<file path="config.mk">
export PLATFORM = sky130hd
export DESIGN_NAME = axi_burst_mem_slave
export DESIGN_NICKNAME = d
export VERILOG_FILES = /design/src/rtl/axi_pkg.sv /design/src/rtl/burst_mem_ram.sv /design/src/rtl/axi_burst_mem_slave.sv
export SDC_FILE = /design/constraint.sdc
export NUM_CORES = 2
export LEC_CHECK = 0
export BUFFER_PORTS_ARGS = -buffer_cell sky130_fd_sc_hd__buf_2
export CAP_MARGIN = 5
export CORE_UTILIZATION = 40
export CTS_CLUSTER_DIAMETER = 80
export DETAILED_ROUTE_END_ITERATION = 16
export SLEW_MARGIN = 15
export SYNTH_ARGS = -nofsm -noshare
export SYNTH_HDL_FRONTEND = slang
export SYNTH_SLANG_ARGS = --single-unit
</file>
<file path="constraint.sdc">
create_clock -name clk -period 2.85 [get_ports clk]
set_clock_uncertainty 0.1 [all_clocks]
set_input_delay 0.285 -clock clk [delete_from_list [all_inputs] [get_ports clk]]
set_output_delay 0.285 -clock clk [all_outputs]
set_load 0.005 [all_outputs]
</file>
<file path="src/rtl/axi_pkg.sv">
// Shared definitions for the burst memory responder: response codes, FSM states, bus widths.
package axi_pkg;

  localparam int unsigned ADDR_W = 8;
  localparam int unsigned DATA_W = 8;

  localparam logic [1:0] RESP_OKAY   = 2'b00;
  localparam logic [1:0] RESP_SLVERR = 2'b10;

  typedef enum logic [1:0] {
    StIdle,
    StWBurst,
    StWResp,
    StRBurst
  } state_e;

endpackage

</file>
<file path="src/rtl/burst_mem_ram.sv">
// Byte-wide storage: one synchronous write port, one asynchronous read port, no reset.
module burst_mem_ram #(
  parameter int unsigned Depth = 256,
  parameter int unsigned AddrW = 8,
  parameter int unsigned DataW = 8
) (
  input  logic             clk_i,
  input  logic             we_i,
  input  logic [AddrW-1:0] waddr_i,
  input  logic [DataW-1:0] wdata_i,
  input  logic [AddrW-1:0] raddr_i,
  output logic [DataW-1:0] rdata_o
);

  logic [DataW-1:0] mem_q [Depth];

  always_ff @(posedge clk_i) begin
    if (we_i) begin
      mem_q[waddr_i] <= wdata_i;
    end
  end

  assign rdata_o = mem_q[raddr_i];

endmodule

</file>
<file path="src/rtl/axi_burst_mem_slave.sv">
// Single-outstanding AXI-style responder backed by real storage; writes win over reads in IDLE.
module axi_burst_mem_slave
  import axi_pkg::*;
#(
  parameter int unsigned DEPTH = 256,
  parameter int unsigned IDW   = 4
) (
  input  logic              clk,
  input  logic              rst,
  input  logic              AWVALID,
  output logic              AWREADY,
  input  logic [ADDR_W-1:0] AWADDR,
  input  logic [IDW-1:0]    AWID,
  input  logic              WVALID,
  output logic              WREADY,
  input  logic [DATA_W-1:0] WDATA,
  input  logic              WLAST,
  output logic              BVALID,
  input  logic              BREADY,
  output logic [1:0]        BRESP,
  output logic [IDW-1:0]    BID,
  input  logic              ARVALID,
  output logic              ARREADY,
  input  logic [ADDR_W-1:0] ARADDR,
  input  logic [3:0]        ARLEN,
  input  logic [IDW-1:0]    ARID,
  output logic              RVALID,
  input  logic              RREADY,
  output logic [DATA_W-1:0] RDATA,
  output logic              RLAST,
  output logic [1:0]        RRESP,
  output logic [IDW-1:0]    RID
);

  localparam int unsigned MemAw = (DEPTH > 1) ? $clog2(DEPTH) : 1;
  localparam logic [ADDR_W-1:0] AddrMask = ADDR_W'(DEPTH - 1);

  state_e              state_q;
  logic [ADDR_W-1:0]   addr_q;
  logic [IDW-1:0]      id_q;
  logic                err_q;
  logic [3:0]          beats_q;
  logic [DATA_W-1:0]   rdata_q;

  logic [ADDR_W-1:0]   addr_inc;
  logic [MemAw-1:0]    raddr;
  logic [DATA_W-1:0]   mem_rdata;
  logic                mem_we;
  logic                aw_err;
  logic                ar_err;

  assign addr_inc = (addr_q + ADDR_W'(1)) & AddrMask;
  assign aw_err   = 32'(AWADDR) >= DEPTH;
  assign ar_err   = 32'(ARADDR) >= DEPTH;
  assign mem_we   = (state_q == StWBurst) && WVALID && !err_q && !rst;
  // In IDLE the read port previews the AR target so beat 0 can be registered at the handshake.
  assign raddr    = (state_q == StIdle) ? ARADDR[MemAw-1:0] : addr_inc[MemAw-1:0];

  burst_mem_ram #(
    .Depth(DEPTH),
    .AddrW(MemAw),
    .DataW(DATA_W)
  ) u_ram (
    .clk_i  (clk),
    .we_i   (mem_we),
    .waddr_i(addr_q[MemAw-1:0]),
    .wdata_i(WDATA),
    .raddr_i(raddr),
    .rdata_o(mem_rdata)
  );

  always_ff @(posedge clk) begin
    if (rst) begin
      state_q <= StIdle;
      addr_q  <= '0;
      id_q    <= '0;
      err_q   <= 1'b0;
      beats_q <= '0;
      rdata_q <= '0;
    end else begin
      unique case (state_q)
        StIdle: begin
          if (AWVALID) begin
            addr_q  <= AWADDR;
            id_q    <= AWID;
            err_q   <= aw_err;
            state_q <= StWBurst;
          end else if (ARVALID) begin
            addr_q  <= ARADDR;
            id_q    <= ARID;
            err_q   <= ar_err;
            beats_q <= ARLEN;
            rdata_q <= ar_err ? '0 : mem_rdata;
            state_q <= StRBurst;
          end
        end
        StWBurst: begin
          if (WVALID) begin
            addr_q <= addr_inc;
            if (WLAST) state_q <= StWResp;
          end
        end
        StWResp: begin
          if (BREADY) state_q <= StIdle;
        end
        StRBurst: begin
          if (RREADY) begin
            if (beats_q == 4'd0) begin
              state_q <= StIdle;
            end else begin
              beats_q <= beats_q - 4'd1;
              addr_q  <= addr_inc;
              rdata_q <= err_q ? '0 : mem_rdata;
            end
          end
        end
        default: state_q <= StIdle;
      endcase
    end
  end

  assign AWREADY = (state_q == StIdle);
  assign ARREADY = (state_q == StIdle) && !AWVALID;
  assign WREADY  = (state_q == StWBurst);
  assign BVALID  = (state_q == StWResp);
  assign BRESP   = (BVALID && err_q) ? RESP_SLVERR : RESP_OKAY;
  assign BID     = id_q;
  assign RVALID  = (state_q == StRBurst);
  assign RDATA   = rdata_q;
  assign RLAST   = RVALID && (beats_q == 4'd0);
  assign RRESP   = (RVALID && err_q) ? RESP_SLVERR : RESP_OKAY;
  assign RID     = id_q;

endmodule

</file>
==> metrics.txt <==
# TYPE chip_impl_metric gauge
chip_impl_metric{name="dr.pass1.iters",unit=""} 6
chip_impl_metric{name="detail_route.vias_per_cell",unit=""} 5.647
chip_impl_info{name="most-common-layout-cells",value="2,048 x edfxtp_1, 1,384 x nand2_1, 776 x buf_4"} 1
chip_impl_metric{name="slew_violations",unit=""} 0
chip_impl_metric{name="yosysWarningCount",unit=""} 0
chip_impl_metric{name="fmaxAchievable",unit="MHz"} 293.8
chip_impl_metric{name="io-pin-count",unit=""} 70
chip_impl_metric{name="number_of_flops_mapped_to_enable_cells_by_yosys",unit=""} 2048
chip_impl_metric{name="drive_gt1_share",unit="%"} 24.42
chip_impl_metric{name="final_report_hold_violation_count",unit=""} 0
chip_impl_metric{name="worstSkewPairLatency",unit="ns"} 0.85
chip_impl_metric{name="port_bufs",unit=""} 65
chip_impl_metric{name="placed_cells",unit=""} 9219
chip_impl_metric{name="leakage",unit="nW"} 36.10
chip_impl_metric{name="total_of_flip_flops_plus_latches_after_synthesis",unit=""} 2074
chip_impl_metric{name="area_growth",unit="%"} 24.99
chip_impl_info{name="clk_root_buffer_cell",value="clkbuf_16"} 1
chip_impl_metric{name="die_h",unit="µm"} 458.3
chip_impl_info{name="worstSetupEndpointType",value="flop"} 1
chip_impl_metric{name="cts_made_buffers",unit=""} 210
chip_impl_metric{name="hpwlAfterDp",unit="µm"} 154700
chip_impl_metric{name="max-vdd-ir-drop",unit="mV"} 0.6061
chip_impl_metric{name="timing.critical_path.fanout_max",unit=""} 24
chip_impl_metric{name="tightestPinTransition",unit="ns"} 0.8960
chip_impl_metric{name="reg2reg_setup_slack",unit="ns"} -0.55
chip_impl_info{name="timing.hold.worst_endpoint",value="addr_q[3]"} 1
chip_impl_metric{name="worst_slack_setup_final",unit="ns"} -0.5534
chip_impl_metric{name="grt_start_max_net_pins",unit=""} 101
chip_impl_metric{name="starting_utilization_of_the_core_area",unit="%"} 40.21
chip_impl_metric{name="crit_required",unit="ns"} 3.52
chip_impl_metric{name="worst_ep_arrival_time",unit="ns"} 4.07
chip_impl_metric{name="avgSynthCellArea",unit="µm²"} 14.10
chip_impl_metric{name="post-route-drc-count",unit=""} 0
chip_impl_metric{name="postRouteWirelength",unit="µm"} 254200
chip_impl_metric{name="grt_first_pass_wirelength",unit="µm"} 362900
chip_impl_metric{name="die_area",unit="mm²"} 0.2100
chip_impl_metric{name="nets",unit=""} 6841
chip_impl_metric{name="netlist_area",unit="mm²"} 0.08327
chip_impl_info{name="run_status",value="finished with violations"} 1
chip_impl_info{name="min_from",value="ARADDR[3]"} 1
chip_impl_metric{name="max-cap-violations",unit=""} 0
chip_impl_metric{name="routed-via-count",unit=""} 55140
chip_impl_metric{name="tns",unit="ns"} -4.029
chip_impl_metric{name="holdPathStages",unit=""} 7
chip_impl_info{name="timing.rr.end",value="RDATA[0]"} 1
chip_impl_metric{name="dieWidth",unit="µm"} 458.3
chip_impl_info{name="violations_in_the_final_reports",value="setup timing"} 1
chip_impl_info{name="rsz0062_at_grt",value="true"} 1
chip_impl_metric{name="power.density_cell_area",unit="mW/mm²"} 849.2
chip_impl_metric{name="ys_seq_area_share",unit="%"} 74.48
chip_impl_metric{name="rd_place_congestion",unit=""} 0.9152
chip_impl_metric{name="slew_headroom",unit="%"} 40.27
chip_impl_info{name="worstHoldPathType",value="input port to flop"} 1
chip_impl_info{name="tritoncts",value="built"} 1
chip_impl_metric{name="syn_inst",unit=""} 5906
chip_impl_metric{name="clock_tree.buffer_depth",unit=""} 3
chip_impl_metric{name="global_route.usage.total",unit="%"} 23.41
chip_impl_info{name="timing.rr.start",value="addr_q[0]"} 1
chip_impl_metric{name="antenna_found_initial",unit=""} 4
chip_impl_info{name="timing_worst_setup_path_type",value="flop to flop"} 1
chip_impl_info{name="worst_setup_path_start_kind",value="flop"} 1
chip_impl_metric{name="timing.final.crit_share",unit="%"} 119.4
chip_impl_metric{name="synth_cell_type_count",unit=""} 71
chip_impl_metric{name="final_period_minus_worst_setup_slack",unit="ns"} 3.403
chip_impl_metric{name="instances_no_fill",unit=""} 9764
chip_impl_metric{name="cts_sinks",unit=""} 2074
chip_impl_metric{name="antenna_violating_nets_post_route",unit=""} 0
chip_impl_metric{name="global_route.overflow_total",unit=""} 0
chip_impl_metric{name="final_setup_violating_endpoints",unit=""} 8
chip_impl_metric{name="async_sr_flop_fraction",unit="%"} 0
chip_impl_metric{name="drt_iter0_markers",unit=""} 6706
chip_impl_metric{name="core_area",unit="mm²"} 0.2071
chip_impl_metric{name="clock_tree.htree_level_count",unit=""} 4
chip_impl_metric{name="rr_worst_depth",unit=""} 17
chip_impl_metric{name="number_of_global_route_vias_before_repair",unit=""} 53611
chip_impl_metric{name="detail_route.wl_per_cell",unit="µm"} 26.03
chip_impl_metric{name="rows",unit=""} 167
chip_impl_info{name="synthFlopType",value="edfxtp_1"} 1
chip_impl_info{name="final_common_cell",value="edfxtp_1"} 1
chip_impl_metric{name="path_clk_slew",unit="ns"} 0.07
==> cell usage after synthesis (all sizes together) (9+ instances only) <==
cell type,count,area (µm²)
buf,270,1458
clkbuf,162,609.3
a32oi,9,78.83
o211ai,13,97.59
a221o,19,190.2
and3,193,1207
o21ai,65,325.3
nand3,393,1967
edfxtp,2048,61500
inv,9,33.78
a211oi,78,590.6
nand2,1404,5270
nor3,62,310.3
mux2i,79,790.8
nor4,35,219.0
nand4,17,106.4
o32ai,13,113.9
nor2b,10,62.56
a22oi,30,225.2
mux4,99,2230
a311oi,228,1997
o22ai,17,106.4
nor2,337,1270
and2,9,56.30
dfxtp,26,520.5
a31oi,67,425.4
a21oi,96,491.7
a221oi,29,254.0
==> timing repair <==
| item | 4_1_cts | 5_1_grt |
|---|---|---|
| gates cloned | 14 | 13 |
| resized for setup | 178 | 179 |
| endpoints found under the setup margin | 8 | 9 |
| hold endpoints to repair | 555 | 0 |
| hold buffers | 52 | 0 |
| buffers inserted | 30 | 47 |
| pin swaps | 37 | 69 |
==> kinds of logic (layout without fill, tap and decap cells) <==
logic type / after synthesis / count (layout) / share of synthesized area [%]
AND/OR/NAND/NOR: 2487 / 2488 / 12.84
flip-flops: 2074 / 2074 / 74.48
AO/OA/AOI/OAI: 712 / 712 / 6.369
buffers and inverters: 442 / 1505 / 2.527
multiplexers: 179 / 179 / 3.641
XOR/XNOR: 6 / 6 / 0.06311
adder cells (fa/ha/maj): 5 / 5 / 0.07513
other: 1 / 7 / 0.004503
==> where the power goes <==
| group | internal (mW) | leakage, nW | switching [mW] |
|---|---|---|---|
| Sequential | 33.6 | 18.6 | 0.104 |
| Clock | 15.2 | 3.29 | 11.8 |
| Combinational | 11.5 | 14.2 | 16.2 |
| Total | 60.3 | 36.1 | 28.0 |
==> metal layers <==
metal | vias to the layer above | GRT usage [%] | share of wire, %
met1 | 28014 | 31.76 | 40
met5 | - | 0 | 0.0051
met2 | 2456 | 37.54 | 47
li1 | 24203 | - | -
met3 | 465 | 4.071 | 8.4
met4 | 2 | 9.107 | 3.9
==> critical path: stages, from the launching register on <==
cell,delay [ns]
dfxtp_2,0.36
inv_2,0.06
ha_4,0.28
o21ai_4,0.08
buf_12,0.13
nand2_8,0.12
buf_12,0.17
buf_16,0.18
buf_12,0.19
buf_4,0.21
nand2_1,0.06
and3_1,0.17
a311oi_1,0.40
o21ai_0,0.16
o211ai_1,0.13
nor4_2,0.08
buf_4,0.18
nor4_2,0.24
==> metrics by stage <==
stage	hold slack [ns]	worst slack, ns	instance area [µm²]	util (%)	total power [mW]
after floorplan	0.2839	0.01494	83310	-	46.28
after global placement	0.3967	-1.369	93590	45.20	57.46
after detailed placement	0.4119	-1.402	93590	45.20	57.60
after CTS	0.03619	-0.5683	102500	49.49	86.58
after global routing	0.09767	-0.6514	104100	50.26	91.20
final	0.08727	-0.5534	104100	50.26	88.38
==> registers in the layout, summed over array words and instances (netlist names) <==
register / flops
u_ram.mem_q: 2048
RDATA: 8
addr_q: 8
BID: 4
beats_q: 4
state_q: 2
==> worst max path at each step <==
stage,from,slack (ns),cells after the start,end
2_1_floorplan,addr_q[1],0.01,15,RDATA[6]
3_3_place_gp,addr_q[1],-1.37,16,RDATA[0]
3_5_place_dp,addr_q[1],-1.40,16,RDATA[0]
4_1_cts,state_q[0],-0.57,16,RDATA[4]
5_1_grt,addr_q[1],-0.65,17,RDATA[0]
6_report,addr_q[0],-0.55,17,RDATA[0]
==> cell type report <==
class / instances / area (µm²)
Tap cell: 2788 / 3488
Sequential cell: 2074 / 62030
Clock buffer: 266 / 5537
Inverter: 10 / 37.54
Clock inverter: 127 / 1190
Multi-Input combinational cell: 3394 / 20780
Timing Repair Buffer: 1102 / 11010
Antenna cell: 3 / 7.507
Fill cell: 17252 / 103000
(Power assumes the default switching activity.)
